**src/rtl/demux_chan_sched.sv**
```systemverilog
// Channel sequencer for the 1-to-4 demux stage: takes a serial bit stream and hands
// BURST bits to each channel in the latched mask, lowest index first, via registered a/en/s.
module demux_chan_sched #(
  parameter int BURST = 4
) (
  input  logic       clk,
  input  logic       rst,
  input  logic       start,
  input  logic       abort,
  input  logic [3:0] ch_mask,
  input  logic       din,
  input  logic       din_valid,
  output logic       din_ready,
  output logic       a,
  output logic       en,
  output logic [1:0] s,
  output logic       busy,
  output logic       done,
  output logic       err
);

  typedef enum logic [1:0] {IDLE, RUN, DONE} state_t;

  localparam logic [3:0] LAST = 4'(BURST - 1);

  state_t     state_q, state_d;
  logic [3:0] mask_q, mask_d;
  logic [3:0] cnt_q, cnt_d;
  logic [1:0] ch_q, ch_d;
  logic [1:0] s_q, s_d;
  logic       a_q, a_d;
  logic       en_q, en_d;
  logic       err_q, err_d;
  logic [2:0] lo_hit, nx_hit;

  // {found, index} of the lowest set bit of m at or above position from
  function automatic logic [2:0] first_set(input logic [3:0] m, input int from);
    logic [2:0] r;
    r = 3'b000;
    for (int i = 3; i >= 0; i--) begin
      if (m[i] && i >= from) r = {1'b1, 2'(i)};
    end
    return r;
  endfunction

  always_comb begin
    lo_hit = first_set(ch_mask, 0);
    nx_hit = first_set(mask_q, int'(ch_q) + 1);
  end

  always_comb begin
    state_d   = state_q;
    mask_d    = mask_q;
    cnt_d     = cnt_q;
    ch_d      = ch_q;
    s_d       = s_q;
    a_d       = a_q;
    en_d      = 1'b0;
    err_d     = 1'b0;
    din_ready = 1'b0;
    busy      = 1'b0;
    done      = 1'b0;
    case (state_q)
      IDLE: begin
        if (start) begin
          if (lo_hit[2]) begin
            mask_d  = ch_mask;
            ch_d    = lo_hit[1:0];
            cnt_d   = 4'd0;
            state_d = RUN;
          end else begin
            err_d = 1'b1;
          end
        end
      end
      RUN: begin
        busy      = 1'b1;
        din_ready = 1'b1;
        if (abort) begin
          // an accept coinciding with abort is dropped
          state_d = IDLE;
        end else if (din_valid) begin
          a_d  = din;
          en_d = 1'b1;
          s_d  = ch_q;
          if (cnt_q == LAST) begin
            cnt_d = 4'd0;
            if (nx_hit[2]) ch_d    = nx_hit[1:0];
            else           state_d = DONE;
          end else begin
            cnt_d = cnt_q + 4'd1;
          end
        end
      end
      DONE: begin
        done    = 1'b1;
        state_d = IDLE;
      end
      default: state_d = IDLE;
    endcase
  end

  always_ff @(posedge clk) begin
    if (rst) begin
      state_q <= IDLE;
      mask_q  <= 4'd0;
      cnt_q   <= 4'd0;
      ch_q    <= 2'd0;
      s_q     <= 2'd0;
      a_q     <= 1'b0;
      en_q    <= 1'b0;
      err_q   <= 1'b0;
    end else begin
      state_q <= state_d;
      mask_q  <= mask_d;
      cnt_q   <= cnt_d;
      ch_q    <= ch_d;
      s_q     <= s_d;
      a_q     <= a_d;
      en_q    <= en_d;
      err_q   <= err_d;
    end
  end

  assign a   = a_q;
  assign en  = en_q;
  assign s   = s_q;
  assign err = err_q;

endmodule

```
**config.mk**
```make
export PLATFORM = sky130hd
export DESIGN_NAME = demux_chan_sched
export DESIGN_NICKNAME = d
export VERILOG_FILES = /design/src/rtl/demux_chan_sched.sv
export SDC_FILE = /design/constraint.sdc
export NUM_CORES = 1
export LEC_CHECK = 0
export CAP_MARGIN = 20
export CELL_PAD_IN_SITES_DETAIL_PLACEMENT = 0
export CELL_PAD_IN_SITES_GLOBAL_PLACEMENT = 1
export CORE_ASPECT_RATIO = 0.9
export CORE_MARGIN = 2
export CORE_UTILIZATION = 35
export CTS_CLUSTER_DIAMETER = 80
export CTS_CLUSTER_SIZE = 30
export DETAILED_ROUTE_END_ITERATION = 6
export PLACE_DENSITY = 0.82
export SLEW_MARGIN = 20
export SYNTH_ARGS = -nofsm -noshare
export SYNTH_HDL_FRONTEND = slang
export SYNTH_SLANG_ARGS = --single-unit
```
**constraint.sdc**
```tcl
create_clock -name clk -period 1.8 [get_ports clk]
set_clock_uncertainty 0.1 [all_clocks]
set_input_delay 0.36 -clock clk [delete_from_list [all_inputs] [get_ports clk]]
set_output_delay 0.36 -clock clk [all_outputs]
set_load 0.005 [all_outputs]
```
==> impl_metrics.toml <==
[outcome]
outcome = "finished clean"

[placement]
place_inst = 141
gp_congestion = 0.836
dp_hpwl_um = 1400
port_buffers = 17

[logic_synthesis]
syn_avg_cell_area_um2 = 8.72
synthDistinctLibCells = 36
yosysWarnings = 0
synth_top_cells_by_count = "dfxtp_1, nand2_1, a21oi_1"
yosys.area.top_type = "dfxtp_1"
synth.area.top_cells = "dfxtp_1, a21oi_1, mux2i_1, nand2_1, nor2_1"
syn-cell-area_um2 = 785
synth_fp_nets = 101
ys_seq_area_share_pct = 40.8
synthMostInstantiatedCell = "dfxtp_1"
synth_seq_cells = 16
netlist.area_leader.share_pct = 40.8
netlist_instances = 90
async_flop_share_pct = 0
ys.flop_type = "dfxtp_1"
synth_edf_count = 0

[timing]
slew_headroom_pct = 82.9
drv_slew = 0
rsz0062_at_grt = "no"
setup-tns-final_ps = 0
finalCritPeriodShare_pct = 98.0
hold_violations = 0
finalSetupViolCount = 0
tightest_slew_ps = 256
clock.fmax_mhz = 567
min_period_ps = 1760

[flow_run]
max-cap-violations = 0

[grt]
grtUsageTotal_pct = 16.4
grt_max_degree = 9
grt_first_pass_wirelength_um = 3170
overflow = 0
grt_pass1_vias = 707
antenna_found_initial = 0

[die]
coreArea_um2 = 2140
die_area_um2 = 2640
fp.dieH_um = 48.9
rows = 16
die_x_um = 53.9
ioPinCount = 18
initial_core_util_pct = 36.6

[critical_path]
cp-end-kind = "flop"
crit_required_ps = 1890
crit_fanout = 5
regToRegSetupSlack_ps = 70
r2r_start = "cnt_q[0]"
r2r-end = "cnt_q[3]"
path_delay_family = "simple AND/OR/NAND/NOR gates"
path_buf_inv = 1
critical_path.startpoint_type = "input port"
slowest_delay_ps = 590
crit_type = "input port to flop"
cp_slowest_cell = "or4_4"
rr_worst_depth = 5
arrival_ps = 1860
crit_path_cell_trace = "clkdlybuf4s50_1, or4_4, a21bo_4, a311oi_1"

[power]
combPwrFrac_pct = 21.8
seq_power_share_pct = 52.4
power_switching_uw = 193
swShare_pct = 26.6
p_leak_nw = 0.481
clkPwrFrac_pct = 25.8
power.density_nw_per_um2 = 651
internal_power_uw = 534
peakVddDrop_mv = 0.409

[detailed_routing]
wirelength_um = 1830
avgViaCountPerCell = 5.14
vias = 756
ant_nets = 0
initialDrtViolationCount = 11
drt-wirelength-per-cell_um = 12.4
drc = 0
drt-pass1-iter-count = 4

[clock_tree]
cts_tree = "yes"
clock_tree.root_cell = "clkbuf_4"
cts_num_sinks = 16
clk_pin_slew_worst_paths_ps = 90
clockBufferDepth = 2
h-tree-depth = 1
cts_buffers = 3
clock_latency_ps = 290
postCtsHoldBufs = 0

[finish]
drive_above_1_share_pct = 21.7
utilization_pct = 52.2
instances_no_fill = 147
areaGrowthSynthToFinish_pct = 42.4
finalNetCount = 133
num_antenna_cells = 0

[hold_path]
hp-start = "mask_q[1]"
min_path_cells = 2
hp-class = "flop to flop"
min_to = "mask_q[1]"
-- worst max-delay path by stage --
stage / endpoint / cells after the start / slack, ps / start
2_1_floorplan: ch_q[0] / 4 / 170 / ch_mask[1]
5_1_grt: ch_q[0] / 5 / 3 / ch_mask[1]
4_1_cts: done / 2 / 20 / state_q[0]
3_5_place_dp: ch_q[1] / 4 / -360 / ch_mask[1]
6_report: ch_q[1] / 4 / 40 / ch_mask[1]
3_3_place_gp: ch_q[0] / 5 / -290 / ch_mask[1]
-- per-stage QoR --
step | cell area, µm² | hold slack, ps | total power [mW] | setup slack (ps)
after detailed placement | 1050 | 354 | 0.541 | -360
after floorplan | 785 | 331 | 0.469 | 173
after global placement | 1050 | 348 | 0.538 | -287
after CTS | 1090 | 367 | 0.728 | 20.4
final | 1120 | 362 | 0.728 | 36.6
after global routing | 1120 | 397 | 0.776 | 3.11
-- per-layer routing --
metal | global-route usage (%) | up-vias | share of wire (%)
met5 | 0 | - | 0
met4 | 5.13 | 0 | 1.6
met3 | 5.52 | 4 | 4.4
met2 | 24.4 | 17 | 50
met1 | 21.9 | 350 | 44
li1 | - | 385 | -
-- final cells by class --
| cell class | count | area, µm² |
|---|---|---|
| multi-input cells | 67 | 448 |
| clock buffers | 3 | 22.5 |
| inverters | 3 | 11.3 |
| repair buffers | 31 | 275 |
| well taps | 27 | 33.8 |
| fillers | 211 | 1020 |
| flip-flops and latches | 16 | 327 |
-- sequential cells by signal, summed over array words and instances, names as in the netlist --
signal   count
err          1
mask_q       3
a            1
state_q      2
en           1
ch_q         2
s            2
cnt_q        4
-- repair_timing --
| item | in CTS | in global routing |
|---|---|---|
| buffers inserted | 2 | 1 |
| endpoints found under the hold margin | 0 | 0 |
| gates cloned | 0 | 0 |
| endpoints found under the setup margin | 5 | 6 |
| gates resized for setup | 6 | 5 |
-- worst reg2reg max path, cell delays in order (launching register included) --
cell and delay (ps):
dfxtp_2 340, ha_1 220, nor3b_2 180, or2b_1 280
or4_1 400, a21oi_1 140
-- cells by family after synthesis --
family / count (synthesis) / share of synthesized area (%)
simple gates: 40 / 29.7
flops: 16 / 40.8
fa+ha+maj: 1 / 1.59
mux: 4 / 5.10
compound gates: 22 / 18.8
buf+inv: 7 / 3.99
-- layout by cell type, fill, tap and decap left out, types with 3 or more instances in the layout --
cell and n:
nor2_1 7, mux2i_1 4, clkdlybuf4s50_1 14, buf_4 14, nand3_1 5, o21ai_0 4, nand2_1 10, a21oi_1 9
clkbuf_4 3, dfxtp_1 13
-- power groups by stage --
stage          logic [mW]  clock network, mW  registers [mW]
5_1_grt             0.174              0.218           0.385
3_5_place_dp        0.148                  0           0.392
6_report            0.159              0.188           0.381
4_1_cts             0.154              0.193           0.381
2_1_floorplan      0.0803                  0           0.388
3_3_place_gp        0.147                  0           0.392
Power figures use the tool's default switching activity.
